<file path="src/rtl/fsm_moore_timed.sv">
// Moore controller IDLE/ST/HD/DT with an internal hold timer, abort input,
// one-shot or auto-repeat re-arming and a saturating completion counter.
module fsm_moore_timed #(
  parameter int WIDTH     = 8,
  parameter bit MODE      = 1'b0,
  parameter int CNT_WIDTH = 4
) (
  input  logic                 CLK,
  input  logic                 N_RESET,
  input  logic                 X,
  input  logic                 ABORT,
  input  logic [WIDTH-1:0]     DELAY,
  output logic                 RESET,
  output logic                 START,
  output logic                 BUSY,
  output logic                 Y,
  output logic [WIDTH-1:0]     COUNT,
  output logic [CNT_WIDTH-1:0] DONE_CNT
);

  typedef enum logic [3:0] {
    IDLE = 4'b0001,
    ST   = 4'b0010,
    HD   = 4'b0100,
    DT   = 4'b1000
  } state_t;

  localparam logic [WIDTH-1:0]     CNT_ZERO = {WIDTH{1'b0}};
  localparam logic [WIDTH-1:0]     CNT_ONE  = {{(WIDTH-1){1'b0}}, 1'b1};
  localparam logic [CNT_WIDTH-1:0] DONE_ONE = {{(CNT_WIDTH-1){1'b0}}, 1'b1};
  localparam logic [CNT_WIDTH-1:0] DONE_MAX = {CNT_WIDTH{1'b1}};

  state_t               state_r;
  state_t               state_nxt_s;
  logic [WIDTH-1:0]     count_nxt_s;
  logic [CNT_WIDTH-1:0] done_nxt_s;

  // Output vector {RESET, START, BUSY, Y} for a given state.
  function automatic logic [3:0] decode_outputs(input state_t s);
    case (s)
      IDLE:    decode_outputs = 4'b1000;
      ST:      decode_outputs = 4'b0110;
      HD:      decode_outputs = 4'b0010;
      DT:      decode_outputs = 4'b0001;
      default: decode_outputs = 4'b1000;
    endcase
  endfunction

  // Next-state, hold-counter and completion-counter logic.
  always_comb begin
    state_nxt_s = state_r;
    count_nxt_s = COUNT;
    done_nxt_s  = DONE_CNT;
    case (state_r)
      IDLE: begin
        if (X) begin
          state_nxt_s = ST;
        end else begin
          state_nxt_s = IDLE;
        end
      end
      ST: begin
        state_nxt_s = HD;
        count_nxt_s = DELAY;
      end
      HD: begin
        // Abort takes priority over a hold that is just expiring.
        if (ABORT) begin
          state_nxt_s = IDLE;
          count_nxt_s = CNT_ZERO;
        end else if (COUNT == CNT_ZERO) begin
          state_nxt_s = DT;
          if (DONE_CNT != DONE_MAX) begin
            done_nxt_s = DONE_CNT + DONE_ONE;
          end else begin
            done_nxt_s = DONE_CNT;
          end
        end else begin
          count_nxt_s = COUNT - CNT_ONE;
        end
      end
      DT: begin
        if (!X) begin
          state_nxt_s = IDLE;
          count_nxt_s = CNT_ZERO;
        end else if (MODE) begin
          state_nxt_s = ST;
        end else begin
          state_nxt_s = DT;
        end
      end
      default: begin
        state_nxt_s = IDLE;
        count_nxt_s = CNT_ZERO;
      end
    endcase
  end

  // State and registered Moore outputs, decoded from the next state.
  always_ff @(posedge CLK or negedge N_RESET) begin
    if (!N_RESET) begin
      state_r                  <= IDLE;
      COUNT                    <= CNT_ZERO;
      DONE_CNT                 <= {CNT_WIDTH{1'b0}};
      {RESET, START, BUSY, Y}  <= 4'b1000;
    end else begin
      state_r                  <= state_nxt_s;
      COUNT                    <= count_nxt_s;
      DONE_CNT                 <= done_nxt_s;
      {RESET, START, BUSY, Y}  <= decode_outputs(state_nxt_s);
    end
  end

endmodule

</file>
<file path="config.mk">
export PLATFORM = sky130hd
export DESIGN_NAME = fsm_moore_timed
export DESIGN_NICKNAME = d
export VERILOG_FILES = /design/src/rtl/fsm_moore_timed.sv
export SDC_FILE = /design/constraint.sdc
export NUM_CORES = 1
export LEC_CHECK = 0
export ABC_AREA = 1
export BUFFER_PORTS_ARGS = -buffer_cell sky130_fd_sc_hd__buf_2
export CORE_MARGIN = 3
export CORE_UTILIZATION = 45
export CTS_CLUSTER_DIAMETER = 150
export DETAILED_ROUTE_END_ITERATION = 10
export HOLD_SLACK_MARGIN = 0.08
export PLACE_DENSITY = 0.72
export SYNTH_ARGS = -nofsm -noshare
export SYNTH_HDL_FRONTEND = slang
export SYNTH_SLANG_ARGS = --single-unit
</file>
<file path="constraint.sdc">
create_clock -name CLK -period 1.45 [get_ports CLK]
set_input_delay 0.2175 -clock CLK [delete_from_list [all_inputs] [get_ports CLK]]
set_output_delay 0.2175 -clock CLK [all_outputs]
set_load 0.05 [all_outputs]
</file>
## Yosys cells after proc, flatten, opt, wreduce, memory -nomap -nowiden

Index checks and enable logic that the tools add are counted.
Widths: inputs -> output; s select.

- Bits in registers: 20
- Input bits: 12

- $add $sub $neg: 2
- Reductions and logical operators: 3
- Mux-type cells: 10
- Bitwise operators: 2
- Equality and inequality tests: 10

Operators by type and width:

| cell | number |
|---|---|
| $pmux 8 s4 | 1 |
| $mux 8 | 3 |
| $pmux 4 s4 | 1 |
| $mux 4 | 3 |
| $pmux 4 s3 | 1 |
| $eq 4x2->1 const B | 2 |
| $eq 4x3->1 const B | 2 |
| $eq 4x4->1 const B | 2 |
| $logic_not 8->1 | 1 |
| $sub 8x1->8 const B | 1 |
| $add 4x1->4 const B | 1 |
| $eq 4x1->1 const B | 1 |
| $ne 4x4->1 const B | 1 |
| $reduce_and 4->1 | 1 |
| $ne 3x3->1 const B | 1 |
| $reduce_and 3->1 | 1 |
| $mux 2 | 1 |
| $ne 2x2->1 const B | 1 |
| $not 1->1 | 2 |

## Depth between registers and ports, before layout

- Depth after elaboration: 6
- Mapped depth: 9

## Worst setup path before layout

No wires, ideal clock.

- Path type: register to register
- From: register COUNT[0]
- To: register COUNT[2]
- Path buffers: 1
- Cell stages (with the launch flop): 10
- Data arrival time: 1689 ps
- Path slack: -367 ps
- Cells stage by stage: dfrtp_1 > inv_1 > ha_1 > nand3_1 > nor2_2 > nand2_2 > nand3_2 > buf_6 > nand2_1 > o21ai_0

- Longest elaborated chain between the ends: 4

RTL lines:

| item | RTL line | text |
|---|---|---|
| from (decl) | 17 | `output logic [WIDTH-1:0] COUNT,` |
| from (signal assigned) | 108 | `COUNT <= count_nxt_s;` |
| $sub 8x1->8 | 79 | `count_nxt_s = COUNT - CNT_ONE;` |
| $mux 8 | 71 | `end else if (COUNT == CNT_ZERO) begin` |
| $mux 8 | 68 | `if (ABORT) begin` |
| $pmux 8 s4 | 54 | `case (state_r)` |

Several ways; a longest one is shown, not always the timed one. The select of a mux whose other input is x is not followed.
A chain may end at the register's enable or synchronous reset.

## Worst setup path in the final report

- From: register COUNT[3]
- To: register COUNT[7]

The elaborated chain is that of the path after synthesis.

==> impl_summary.md <==
Status
The run finished with clean final reports.

Critical path
The critical path class is reg -> reg. Together, buffers and inverters on the worst path number 1. The cell with the biggest individual delay on the critical path is sky130_fd_sc_hd__dfrtp_2.

The number of gates on the worst path with buffers counted is 8. The worst path arrival time is 1.63 ns. STA classifies the critical path startpoint as a flop. The signal on the critical path passes through buf_4 -> nor2_1 -> nand2_1 -> o21ai_0 -> nand3_1 -> nand2_1 -> nand2_1 -> nand2_1. The critical path's top delay family is simple AND/OR/NAND/NOR gates. The depth of the worst register-to-register path is 8. STA classifies the critical path endpoint as a flop. The data required time of the critical path is 1.70 ns.

Among the stages of the critical path, the cell type that occurs most often is sky130_fd_sc_hd__nand2_1. In this run the worst path has a maximum fanout of 4. On the worst path, the slowest cell contributes a delay of 0.45 ns.

Routing
The highest routing layer actually used is met4. For this block, the routed nets add up to 2.820 mm of wire. The number of vias after detailed routing is 1,148. The sum of routed wire segments on met1 is 1.226 mm. The mean routed wirelength per cell is 12.53 um.

The sum of met2 wire segment lengths after detailed routing is 1.328 mm. The number of iterations in the first detailed-routing pass is 4. In this run the remaining antenna-violating nets after routing total 0. The via density per instance is 5.102. The detailed router finished its first iteration with 48 violations. In the detailed route, the total length drawn on met3 is 198 um. The remaining design rule violation count is 0.

Floorplan
The number of top-level pins is 28. The die boundary height is 55.94 um. Measured along the x axis, the die boundary spans 55.94 um. The area inside the core boundary is 2297 um2. The die covers 3129 um2.

The number of core rows is 17. The starting utilization of the core area is 48.86%.

Global routing
The largest net degree at the start of global routing is 21. The overflow left after global routing is 0. The initial antenna violation count is 0. The overall fraction of global-route tracks in use is 18.59%. The number of global-route vias before repair is 1,121.

The first global-routing pass estimated 4.705 mm of wire.

Layout
The count of fill cells added during filler insertion is 201. The layout overhead on the synthesized area is 35.79%. The final net count is 212.

The repair_antennas step left the layout with diodes totalling 0. The post-route netlist has 36.55% of its cells at a drive strength greater than 1. The number of standard cells in the layout, taps in and fillers out is 225.

Clocking
Counting every sink on the clock net gives 20. The clock-pin slew of the registers on the worst-case setup and hold paths is 0.11 ns. Counting the buffers created by CTS gives 3. The number of H-tree levels is 1. At the later pin of the worst-skew pair, clock insertion delay measures 0.30 ns. No sink is reached through more buffers than the 2 on the longest clock path. TritonCTS built the clock tree. The tree is rooted in a sky130_fd_sc_hd__clkbuf_4.

STA
Setup repair after global routing could not meet its margin everywhere. The number of slew-limit violations in the final report was 0. In the post-route analysis, the smallest setup slack over all paths is 0.07423 ns.

The worst clock skew is 0.004392 ns. In this run the tightest slew margin relative to its limit is 69.56%. After layout, the minimum clock period comes to 1.376 ns. The number of hold-slack violations in the final timing report is 0.

The final critical path takes up 94.88% of the cycle. For the pin with the worst max-slew slack, the measured transition is 0.4566 ns. For this run, the top clock speed supported by timing is 726.9 MHz. Setup violations remaining at the end of the flow were counted as 0.

Power
Net switching is 50.52% of the power. For this design the static power due to leakage is 0.0008290 uW. Dividing total power by cell area gives a power density of 2329 nW/um2. The fraction of power consumed by sequential logic is 25.1%. The design internal power is 1756 uW.

Per report_power, the clock group accounts for 9.2% of the total. The worst vdd rail ir drop is 1.472 mV. The net switching power is 1793 uW. The combinational fraction of design power is 65.7%.

Placement
The final weighted congestion in routability-driven placement is 0.8565. Detailed placement finished with a half-perimeter wire length of 2.069 mm. The worst setup slack after placement is 0.01173 ns. The placed cell count is 216. Input and output buffers added on the ports amount to 27.

Logic synthesis
The number of synthesized register bits is 20. The number of nets in the synthesized netlist is 164. Summed over its instances, the top area cell type makes up 40.13% of the synthesized netlist area. For this run, the number of Yosys warnings is 0.

For this run, asynchronously set or reset flops after synthesis account for 100.0%. The most used flip-flop cell after synthesis is sky130_fd_sc_hd__dfrtp_1. After synthesis the cells add up to 1122 um2.

A synthesized cell averages 7.482 um2. Yosys mapped a number of flops with a built-in enable equal to 0. Of the synthesized area, sequential elements account for 44.82%. The biggest area contributor in the post-synthesis netlist is sky130_fd_sc_hd__dfrtp_1. The count of different cell masters after synthesis is 20. By count the netlist is led by sky130_fd_sc_hd__nand2_1 (53), sky130_fd_sc_hd__dfrtp_1 (18), sky130_fd_sc_hd__inv_1 (18), sky130_fd_sc_hd__nand3_1 (16), sky130_fd_sc_hd__nor2_1 (12). The synthesized instance count is 150.

By area the synthesized netlist is led by sky130_fd_sc_hd__dfrtp_1 (40%), sky130_fd_sc_hd__nand2_1 (18%), sky130_fd_sc_hd__nand3_1 (7.1%). In the post-synthesis netlist, the cell with the most instances is sky130_fd_sc_hd__nand2_1.

Min path
The worst min-delay path category is in -> reg. The count of cells along the worst hold path is 3.

Job
The tool flagged a number of max-cap violations equal to 0.
## cell families after synthesis
kind of cell,count (synthesis),share of synthesized area (%)
compound gates,13,6.020
xor+xnor,4,3.121
fa+ha+maj,2,2.229
buf+inv,19,7.023
flops,20,44.82
simple gates,92,36.79
## final cells by class
cell class / instances / area, um2 / area share (%)
Tap cell: 28 / 35.03 / 2.299
Timing Repair Buffer: 44 / 269.0 / 17.65
Multi-Input combinational cell: 111 / 603.1 / 39.57
Sequential cell: 20 / 510.5 / 33.50
Inverter: 18 / 70.07 / 4.598
Clock buffer: 4 / 36.28 / 2.381
## timing repair
action	4_1_cts	5_1_grt
endpoints found under the hold margin	18	0
pin swaps	1	3
gates cloned	0	0
hold buffers	1	0
resized for setup	0	11
setup endpoints to repair	2	13
buffers inserted	1	3
## worst paths after layout
kind	to	startpoint	slack [ns]
max	COUNT[7]	COUNT[3]	0.07
min	START	X	0.18
max reg2reg	COUNT[7]	COUNT[3]	0.07
min reg2reg	DONE_CNT[0]	DONE_CNT[0]	0.53
max in group asynchronous	COUNT[4]	N_RESET	0.73
min in group asynchronous	START	N_RESET	0.38
## tightest hold or removal path: cells and delay by family
family | cells | cell delay (ns)
buffers and inverters | 2 | 0.20
and+or+nand+nor | 1 | 0.05
## cells in the final DEF, fill, tap and decap left out, drive strengths merged, types with 2 or more instances in the layout
cell	count
nand2	54
buf	43
inv	18
dfrtp	18
nand3	17
nor2	15
o21ai	11
nand4	5
xnor2	4
clkbuf	4
dfstp	2
ha	2
## registers in the layout (all words and copies together), names as in the netlist
| name | cells |
|---|---|
| DONE_CNT | 4 |
| state_r | 4 |
| RESET | 1 |
| COUNT | 8 |
| Y | 1 |
| START | 1 |
| BUSY | 1 |
## per-layer routing
metal,vias to the layer above,track usage [%]
li1,570,-
met1,522,22.98
met2,48,29.39
met3,8,6.032
met4,0,8.475
met5,-,0
## power groups by stage
stage	clock [uW]	combinational, uW	sequential (uW)
after global routing	353	2550	908
after floorplan	0	1060	1360
final	326	2330	890
after global placement	0	2030	882
after detailed placement	0	2080	891
after CTS	338	2160	881
## metrics by stage
stage / power [uW] / hold slack (ns) / cell area [um2] / util, % / setup TNS, ns
6_report: 3549 / 0.1849 / 1524 / 66.34 / 0
5_1_grt: 3815 / 0.1911 / 1524 / 66.34 / -0.1076
4_1_cts: 3374 / 0.1810 / 1466 / 63.83 / 0
3_5_place_dp: 2967 / 0.1976 / 1413 / 61.49 / 0
3_3_place_gp: 2914 / 0.1919 / 1413 / 61.49 / 0
2_1_floorplan: 2413 / -0.07809 / 1164 / - / -0.1172
No activity file was read; power rests on OpenSTA's default activity.
